File: src/rtl/fix_mac_acc.sv
// Accumulates TAPS sign-magnitude products plus a bias per window; emits a rounded, saturated Q7.8 result.
// Result is registered one cycle after the last tap is sampled; there is no backpressure, so every out_valid pulse must be taken.
module fix_mac_acc #(
    parameter int DATA  = 16,
    parameter int EX_SI = DATA - 1,
    parameter int POIN  = 8,
    parameter int TAPS  = 9,
    parameter int ACC_W = 40,
    parameter bit RELU  = 1'b0
) (
    input  logic               clk,
    input  logic               rst_n,
    input  logic               clr,
    input  logic               in_valid,
    input  logic [EX_SI*2:0]   in_data,
    input  logic [DATA-1:0]    bias,
    output logic               out_valid,
    output logic [DATA-1:0]    out_data,
    output logic               out_ovf
);

    localparam int CNT_W = (TAPS > 1) ? $clog2(TAPS) : 1;
    localparam logic [CNT_W-1:0] LAST = CNT_W'(TAPS - 1);
    localparam logic [ACC_W-1:0] HALF = ACC_W'(1) << (POIN - 1);
    localparam logic [ACC_W-1:0] MAXV = {{(ACC_W-DATA+1){1'b0}}, {(DATA-1){1'b1}}};

    logic [CNT_W-1:0] cnt_q, cnt_d;
    logic [ACC_W-1:0] acc_q, acc_d;
    logic [ACC_W-1:0] sum_q, sum_d;
    logic             done_q, done_d;
    logic             out_valid_q, out_valid_d;
    logic [DATA-1:0]  out_data_q, out_data_d;
    logic             out_ovf_q, out_ovf_d;

    logic [ACC_W-1:0] prod_mag, prod, bias_mag, bias_ext, base, nsum;
    logic [ACC_W-1:0] res_mag, res_rnd;
    logic             res_neg, res_sat, res_ovf;
    logic [DATA-2:0]  res_r;
    logic [DATA-1:0]  res_dat;

    // A negative-zero operand negates to zero, so it contributes nothing.
    always_comb begin
        prod_mag = ACC_W'(in_data[EX_SI*2-1:0]);
        prod     = in_data[EX_SI*2] ? -prod_mag : prod_mag;
        bias_mag = ACC_W'(bias[DATA-2:0]);
        bias_ext = (bias[DATA-1] ? -bias_mag : bias_mag) << POIN;
        base     = (cnt_q == '0) ? bias_ext : acc_q;
        nsum     = base + prod;
    end

    always_comb begin
        res_neg = sum_q[ACC_W-1];
        res_mag = res_neg ? -sum_q : sum_q;
        res_rnd = (res_mag + HALF) >> POIN;
        res_sat = res_rnd > MAXV;
        res_r   = res_sat ? {(DATA-1){1'b1}} : res_rnd[DATA-2:0];
        res_dat = {res_neg && (res_r != '0), res_r};
        res_ovf = res_sat;
        if (RELU && res_neg) begin
            res_dat = '0;
            res_ovf = 1'b0;
        end
    end

    // clr aborts the window but leaves an already captured result in flight.
    always_comb begin
        cnt_d       = cnt_q;
        acc_d       = acc_q;
        sum_d       = sum_q;
        done_d      = 1'b0;
        out_valid_d = done_q;
        out_data_d  = done_q ? res_dat : out_data_q;
        out_ovf_d   = done_q ? res_ovf : out_ovf_q;
        if (clr) begin
            cnt_d = '0;
            acc_d = '0;
        end else if (in_valid) begin
            acc_d = nsum;
            if (cnt_q == LAST) begin
                cnt_d  = '0;
                sum_d  = nsum;
                done_d = 1'b1;
            end else begin
                cnt_d = cnt_q + CNT_W'(1);
            end
        end
    end

    always_ff @(posedge clk) begin
        if (!rst_n) begin
            cnt_q       <= '0;
            acc_q       <= '0;
            sum_q       <= '0;
            done_q      <= 1'b0;
            out_valid_q <= 1'b0;
            out_data_q  <= '0;
            out_ovf_q   <= 1'b0;
        end else begin
            cnt_q       <= cnt_d;
            acc_q       <= acc_d;
            sum_q       <= sum_d;
            done_q      <= done_d;
            out_valid_q <= out_valid_d;
            out_data_q  <= out_data_d;
            out_ovf_q   <= out_ovf_d;
        end
    end

    assign out_valid = out_valid_q;
    assign out_data  = out_data_q;
    assign out_ovf   = out_ovf_q;

endmodule

File: config.mk
export PLATFORM = sky130hd
export DESIGN_NAME = fix_mac_acc
export DESIGN_NICKNAME = d
export VERILOG_FILES = /design/src/rtl/fix_mac_acc.sv
export SDC_FILE = /design/constraint.sdc
export NUM_CORES = 1
export LEC_CHECK = 0
export CORE_MARGIN = 8
export CORE_UTILIZATION = 60
export DETAILED_ROUTE_END_ITERATION = 12
export PLACE_DENSITY = 0.82
export REMOVE_ABC_BUFFERS = 1
export SYNTH_ARGS = -nofsm -noshare
export SYNTH_HDL_FRONTEND = slang
export SYNTH_SLANG_ARGS = --single-unit
File: constraint.sdc
create_clock -name clk -period 15.4 [get_ports clk]
set_clock_uncertainty 0.1 [all_clocks]
set_input_delay 2.31 -clock clk [delete_from_list [all_inputs] [get_ports clk]]
set_output_delay 2.31 -clock clk [all_outputs]
set_load 0.02 [all_outputs]
==> metrics.txt, run 1 <==
most frequent cell after synthesis nand2_1; Worst setup SP type input pin; average cell area after synthesis 7.649 sq um; Max FO, Critical Path 7; nets@finish 1283; RSZ-0062 raised after global routing false; area share of the largest cell type after synthesis 0.2283; CP top delay family compound AO/OA/AOI/OAI gates; Die H 138.7 um; setup TNS 0 ps; Final Power 0.7686 mW; Power per Cell Area 77.65 nW/um^2; slowest CP cell or4_1; Post-CTS Hold Fix Bufs 0; post-synthesis sequential area ratio 0.2283; ANT nets after route 0; fin area 9898 sq um; #FFs+latches synth 103; final worst path period need 7758 ps; Num CTS Buffers 9; Placer Congestion 0.9295; EDFF count, synth 0; die area 19240 sq um; Synth Instances 1181; VDD IR max 0.05082 mV; GRT Overall Usage 0.2293; Synth area leader dfxtp_1; initial core utilization 0.6032; CTS root buffer clkbuf_16; H-Tree Depth 3; met1 Usage GRT 0.3276; setup bufs post-CTS 0; Core ar. 14980 sq um; clk sink count 103; CTS max path bufs 2; worst slew pin tran 779.6 ps; Yosys cell types 84; critical-path cell list clkdlybuf4s50_1 > or4_1 > or3_1 > or3_1 > nand2b_1 > or4_1 > o31ai_1 > xnor2_1 > ha_1 > a21o_1 > a21oi_1 > o21bai_1 > a21o_1 > a21o_1 > a21oi_1 > o31ai_1 > o41ai_1 > o21bai_1 > xnor2_1 > o22ai_1; crit path kind input pin to register; worst-skew pair later-pin latency 350 ps; final setup vio count 0; HP Class register to register; yosys warns 0; number of port buffers 68; vias in the first global route 7822; routing usage on met3 0.04303; Cell Rows 45; Layout Cells excl Fill 1379; post-CTS sizing 0; initial antenna violation count 0; CP arrival 7880 ps; Critical Path RT 15530 ps; Async S/R FF share, synth 0; DR DRC count 0; dpl cells 1363; top post-synthesis cells by area dfxtp_1, xnor2_1, ha_1; synth cell count leaders nand2_1, nor2_1, dfxtp_1, a21oi_1, xnor2_1; grt ovf 0; Slew HR 0.4786; Buffers & Inverters on Critical Path 1; status completed; CP endpoint kind register; dpl cell area 9597 sq um; vias 8492; drt first pass iters 5; chip width 138.7 um; Max Clk Rate 0.1289 GHz; Max-Cap Viols 0; ANT cells 0; Leak 3.773 nW; Critical Path Most Common Cell a21o_1; Top FF cell, synth dfxtp_1; layout cells sized above 1 0.05206; Slew Limit Fails 0; Routed WL 22.02 mm; M2 GR Usage 0.3437; vias per cell 6.158; Area Overhead vs Synth 9.571%; final worst path period share 0.5037; largest net degree at the start of global routing 57; first-pass GRT wire length 38.07 mm; dpl hpwl 16.29 mm; I/O pins 69; synthesized area 9034 sq um; Clk pin slew, worst setup/hold paths 70 ps; CTS tree yes; GR peak layer met2; slowest cell delay on critical path 620 ps; Fin. Hold Viols 0; Detailed Route Iter0 Violations 861; Avg WL per Cell 15.97 um
==> layer usage <==
| metal | vias up | share of wire |
|---|---|---|
| met5 | - | 0 |
| met1 | 3910 | 0.50 |
| met2 | 265 | 0.42 |
| met4 | 0 | 0.012 |
| li1 | 4291 | - |
| met3 | 26 | 0.067 |
==> final timing paths <==
check / from / end / slack, ps / cells past startpoint
hold / removal: sum_q[1] / sum_q[1] / 370 / 2
hold reg to reg: sum_q[1] / sum_q[1] / 370 / 2
setup / recovery: in_data[7] / acc_q[38] / 7640 / 20
setup reg to reg: sum_q[3] / out_data[0] / 10130 / 15
==> flip-flops by register name (all words and copies together), names as in the netlist <==
| signal | count |
|---|---|
| acc_q | 40 |
| cnt_q | 4 |
| done_q | 1 |
| out_data | 16 |
| out_ovf | 1 |
| out_valid | 1 |
| sum_q | 40 |
==> through the flow <==
step	setup WS, ps	utilization	hold slack [ps]
floorplan	8354	-	345.5
global placement	7444	0.6408	355.2
detailed placement	7380	0.6408	364.2
CTS	7721	0.6609	374.4
global route	7271	0.6609	404.5
finish	7643	0.6609	372.0
==> layout make-up <==
cell class	instances	area, sq um
clock inverters	4	55.05
multi-input cells	962	6432
fillers	1314	5079
flip-flops and latches	103	2062
inverters	33	123.9
well taps	188	235.2
clock buffers	12	246.5
repair buffers	77	743.2
==> tightest hold or removal path: stages, from the launching register on <==
cell	delay, ps
dfxtp_1	320
nand2_1	50
a21oi_1	50
==> cell usage in the layout (no fill, tap or decap), types with 14 or more instances in the layout <==
master | netlist | routed
ha_1 | 45 | 45
o21a_1 | 15 | 15
nor2_1 | 113 | 113
inv_1 | 33 | 33
clkdlybuf4s50_1 | 0 | 67
a21o_1 | 22 | 22
or4_1 | 19 | 19
dfxtp_1 | 103 | 103
a31oi_1 | 16 | 16
nand3_1 | 21 | 21
nand4_1 | 17 | 17
o21bai_1 | 14 | 14
nor3_1 | 16 | 16
nand2_1 | 129 | 129
o21ai_0 | 62 | 62
mux2i_1 | 38 | 38
a21oi_1 | 92 | 92
o31ai_1 | 19 | 19
nor4_1 | 15 | 14
nor2b_1 | 15 | 15
or3_1 | 15 | 15
xor2_1 | 41 | 41
xnor2_1 | 70 | 70
==> logic make-up after synthesis <==
| logic type | share of synthesized area |
|---|---|
| AO/OA/AOI/OAI | 0.2474 |
| adder cells (fa/ha/maj) | 0.06454 |
| buffers and inverters | 0.06094 |
| XOR/XNOR | 0.1125 |
| AND/OR/NAND/NOR | 0.2406 |
| flip-flops | 0.2283 |
| multiplexers | 0.04584 |
==> report_power, final <==
group	switching [mW]	internal, mW	total [mW]
clock network	0.106	0.131	0.238
registers	0.00485	0.275	0.280
logic	0.146	0.106	0.251
total	0.257	0.512	0.769
(Power assumes the default switching activity.)
==> run 2: changes to the inputs <==
Settings changed: CORE_UTILIZATION 60 to 55, PLACE_DENSITY 0.82 to 0.79.
Clock period 15.4 ns to 6.64 ns, I/O delays scaled along.
==> run 2 against run 1 <==
Effect of this change: final area increased by 1.3%; register-to-register slack got worse by 8700 ps; sequential cell count unchanged; critical path type unchanged; largest cell class unchanged; setup slack got worse by 7100 ps; hold slack improved by 5.2 ps; first-iteration DRC count decreased by 10%.
==> metrics.txt, run 2 (synthesis results as in run 1) <==
ANT nets after route 0; H-Tree Depth 3; Hold Path End sum_q[0]; final setup vio count 0; slowest CP cell or4_1; CP endpoint kind register; dpl hpwl 16.74 mm; final worst path period share 0.9183; first-pass GRT wire length 37.61 mm; I/O pins 69; FF-to-FF setup slack 1420 ps; critical-path cell list clkdlybuf4s50_1 > or4_1 > or3_1 > or3_1 > nand2b_1 > or4_1 > o31ai_1 > xnor2_1 > ha_1 > a21o_1 > a21oi_1 > o21bai_1 > a21o_1 > a21o_1 > a21oi_1 > o31ai_1 > o41ai_1 > o21bai_1 > xnor2_1 > o22ai_1; largest net degree at the start of global routing 47; slowest cell delay on critical path 590 ps; initial antenna violation count 0; Placement Setup Slack 259.3 ps; power share of the combinational group 0.334; chip width 144.2 um; vias in the first global route 7746; Clock power frac 0.304; Clk pin slew, worst setup/hold paths 80 ps; Fin. Hold Viols 0; crit path kind input pin to register; Int Pwr 1.160 mW; P_sw 0.6306 mW; Area Overhead vs Synth 10.97%; clk sink count 103; Slew HR 0.4258; Routed WL 22.27 mm; post-CTS sizing 0; hold_sp sum_q[0]; Max FO, Critical Path 4; CTS tree yes; Power per Cell Area 178.6 nW/um^2; number of port buffers 68; RSZ-0062 raised after global routing false; CTS max path bufs 2; Critical Path RT 6770 ps; Avg WL per Cell 15.65 um; worst slew pin tran 860.1 ps; CP arrival 6230 ps; die area 20780 sq um; r2r endpoint out_data[0]; Critical Path Most Common Cell a21o_1; Leak 3.835 nW; Max Clk Rate 0.1640 GHz; final worst path period need 6098 ps; Max-Cap Viols 0; status completed; CTS root buffer clkbuf_16; setup bufs post-CTS 0; layout cells sized above 1 0.06318; initial core utilization 0.5526; nets@finish 1295; vias per cell 5.976; worst r2r src sum_q[3]; Detailed Route Iter0 Violations 772; hold path depth 2; DR DRC count 0; commonest cells after routing, fill and taps aside nand2_1, nor2_1, dfxtp_1, a21oi_1, xnor2_1; Worst setup SP type input pin; VDD IR max 0.1675 mV; drt first pass iters 5; Buffers & Inverters on Critical Path 1; Placer Congestion 0.9234; worst-skew pair later-pin latency 370 ps; worst-case reg-to-reg path depth 15; Cell Rows 47; grt ovf 0; most common cell after layout, fill and taps aside nand2_1; Core ar. 16350 sq um; switching share of power 0.3521; HP Class register to register; Num CTS Buffers 9; ANT cells 0; GRT Overall Usage 0.2172; Die H 144.2 um; CP top delay family compound AO/OA/AOI/OAI gates; setup ws final 542.5 ps; Reg power frac 0.362; Post-CTS Hold Fix Bufs 0; vias 8504; Slew Limit Fails 0; setup TNS 0 ps
[run 2: cell type report]
type	instances	area (sq um)
Clock inverter	7	72.57
Tap cell	220	275.3
Multi-Input combinational cell	962	6432
Fill cell	1522	6324
Timing Repair Buffer	89	833.3
Inverter	33	123.9
Sequential cell	103	2062
Clock buffer	9	225.2
[run 2: worst max-delay path by stage]
stage                      endpoint       start  depth (start not counted)
after floorplan           sum_q[39]    cnt_q[0]                         16
after global placement    acc_q[38]  in_data[7]                         20
after detailed placement  acc_q[38]  in_data[7]                         20
after CTS                 acc_q[38]  in_data[7]                         20
after global routing      acc_q[38]  in_data[7]                         20
final                     acc_q[38]  in_data[7]                         20
[run 2: power groups by stage]
| stage | Sequential [mW] | Combinational (mW) | Clock [mW] |
|---|---|---|---|
| finish | 0.648 | 0.598 | 0.545 |
| global route | 0.650 | 0.656 | 0.578 |
| CTS | 0.648 | 0.587 | 0.554 |
| detailed placement | 0.662 | 0.583 | 0 |
| global placement | 0.661 | 0.580 | 0 |
| floorplan | 0.659 | 0.412 | 0 |
[run 2: tightest hold or removal path: cells and delay by family, from the launching register on]
kind / cells / cell delay, ps
AOI/OAI and AO/OA: 1 / 50
and+or+nand+nor: 1 / 50
DFF: 1 / 330
[run 2: through the flow]
stage                 util  instance area, sq um  hold slack, ps  instances  total power, mW
global placement    0.5950                  9727           360.7       1407            1.241
CTS                 0.6132                 10020           378.3       1423            1.788
finish              0.6132                 10020           377.2       1423            1.791
global route        0.6132                 10020           406.0       1423            1.885
detailed placement  0.5950                  9727           361.6       1407            1.244
floorplan                -                  8607           345.5       1098            1.071
[run 2: layer usage]
| metal | global-route usage | vias to the layer above | share of wire |
|---|---|---|---|
| met5 | 0 | - | 0 |
| met1 | 0.3117 | 3914 | 0.50 |
| li1 | - | 4313 | - |
| met2 | 0.3275 | 251 | 0.43 |
| met4 | 0.05860 | 0 | 0.014 |
| met3 | 0.03566 | 26 | 0.057 |
==> run 3: changes to the inputs <==
Settings changed: CELL_PAD_IN_SITES_DETAIL_PLACEMENT set to 1, CELL_PAD_IN_SITES_GLOBAL_PLACEMENT set to 1, CORE_UTILIZATION 55 to 40, PLACE_DENSITY 0.79 to unset, PLACE_DENSITY_LB_ADDON set to 0.1, RECOVER_POWER set to 100.
==> run 3 against run 2 <==
Effect of this change: clock power increased by 13%; highest routed layer unchanged; die area increased by 33%; hold slack got worse by 2.1 ps; the flow now finishes with violations (capacitance limit, slew limit); critical endpoint unchanged.
==> metrics.txt, run 3 (synthesis results as in run 1) <==
Clk pin slew, worst setup/hold paths 80 ps; CP endpoint kind register; Die H 166.3 um; hold_sp sum_q[3]; setup bufs post-CTS 0; vias in the first global route 8516; VDD IR max 0.1079 mV; Critical Path RT 6690 ps; vias per cell 5.697; Placer Congestion 0.8609; Slew HR -0.5757; routing usage on met3 0.03066; initial antenna violation count 0; M2 GR Usage 0.2972; DR DRC count 0; Post-CTS Hold Fix Bufs 0; critical-path cell list clkdlybuf4s50_1 > or4_1 > or3_1 > or3_1 > nand2b_1 > or4_1 > o31ai_1 > xnor2_1 > ha_1 > a21o_1 > a21oi_1 > o21bai_1 > a21o_1 > a21o_1 > a21oi_1 > o31ai_1 > o41ai_1 > o21bai_1 > xnor2_1 > o22ai_1; final setup vio count 0; post-CTS sizing 0; status finished with violations; worst r2r src sum_q[4]; Core ar. 22430 sq um; failing checks capacitance limit, slew limit; Power per Cell Area 186.2 nW/um^2; Worst setup SP type input pin; RSZ-0062 raised after global routing false; CP top delay family compound AO/OA/AOI/OAI gates; final worst path period need 6174 ps; GR peak layer met2; vias 8471; Post-Route Utilization 0.4504; ANT nets after route 0; Routed WL 26.58 mm; CTS root buffer clkbuf_16; layout cells sized above 1 0.05408; Critical Path Most Common Cell a21o_1; ANT cells 0; CP Launch Point in_data[7]; clk sink count 103; Area Overhead vs Synth 11.86%; slowest cell delay on critical path 590 ps; number of port buffers 68; met1 Usage GRT 0.2737; grt ovf 0; CTS max path bufs 2; largest net degree at the start of global routing 46; Num CTS Buffers 9; drt first pass iters 4; most common cell after layout, fill and taps aside nand2_1; chip width 166.3 um; Max FO, Critical Path 4; Buffers & Inverters on Critical Path 1; HP Class register to register; initial core utilization 0.4027; Avg WL per Cell 17.87 um; CTS tree yes; H-Tree Depth 3; Max-Cap Viols 2; Leak 3.876 nW; crit path kind input pin to register; GRT Overall Usage 0.1916; dpl hpwl 20.35 mm; CP arrival 6230 ps; die area 27650 sq um; worst-skew pair later-pin latency 350 ps; Cell Rows 55; nets@finish 1294; worst slew pin tran 2363 ps; final worst path period share 0.9299; Max Clk Rate 0.1620 GHz; Detailed Route Iter0 Violations 558; commonest cells after routing, fill and taps aside nand2_1, nor2_1, dfxtp_1, a21oi_1, xnor2_1; setup TNS 0 ps; slowest CP cell or4_1; Fin. Hold Viols 0; I/O pins 69; first-pass GRT wire length 44.46 mm; Slew Limit Fails 91
run 3: worst min-delay path, cell delays in order (launching register included):
cell     delay, ps
dfxtp_1        320
nand2_1         60
a21oi_1         50
run 3: area by class of cell:
cell class	instances	area (sq um)
clock inverters	4	76.32
fillers	2781	12330
flip-flops and latches	103	2062
well taps	285	356.6
clock buffers	12	266.5
multi-input cells	962	6421
inverters	33	123.9
repair buffers	88	798.3
run 3: worst paths after layout:
path / endpoint / slack, ps / cells past startpoint
hold / removal: sum_q[3] / 380 / 2
hold reg to reg: sum_q[3] / 380 / 2
setup reg to reg: out_data[0] / 960 / 15
setup / recovery: acc_q[38] / 470 / 20
run 3: through the flow:
stage / cell area, sq um / total power, mW / worst slack (ps) / hold WS (ps) / std cells
2_1_floorplan: 8607 / 1.071 / -237.5 / 345.5 / 1098
3_3_place_gp: 9801 / 1.269 / 274.6 / 362.9 / 1471
3_5_place_dp: 9801 / 1.272 / 178.1 / 368.4 / 1471
4_1_cts: 10140 / 1.898 / 532.8 / 379.2 / 1487
5_1_grt: 10100 / 1.986 / 122.0 / 411.9 / 1487
6_report: 10100 / 1.881 / 465.6 / 375.1 / 1487
run 3: routing by layer:
layer	wire [um]	vias to the layer above	part of all wire
met5	0	-	0
met2	11270	122	0.42
met3	815	15	0.031
li1	-	4305	-
met4	285	0	0.011
met1	14210	4029	0.53
run 3: power by group:
group          total [mW]  switching, mW  internal [mW]
registers           0.648         0.0110          0.637
logic               0.618          0.368          0.250
clock network       0.615          0.253          0.363
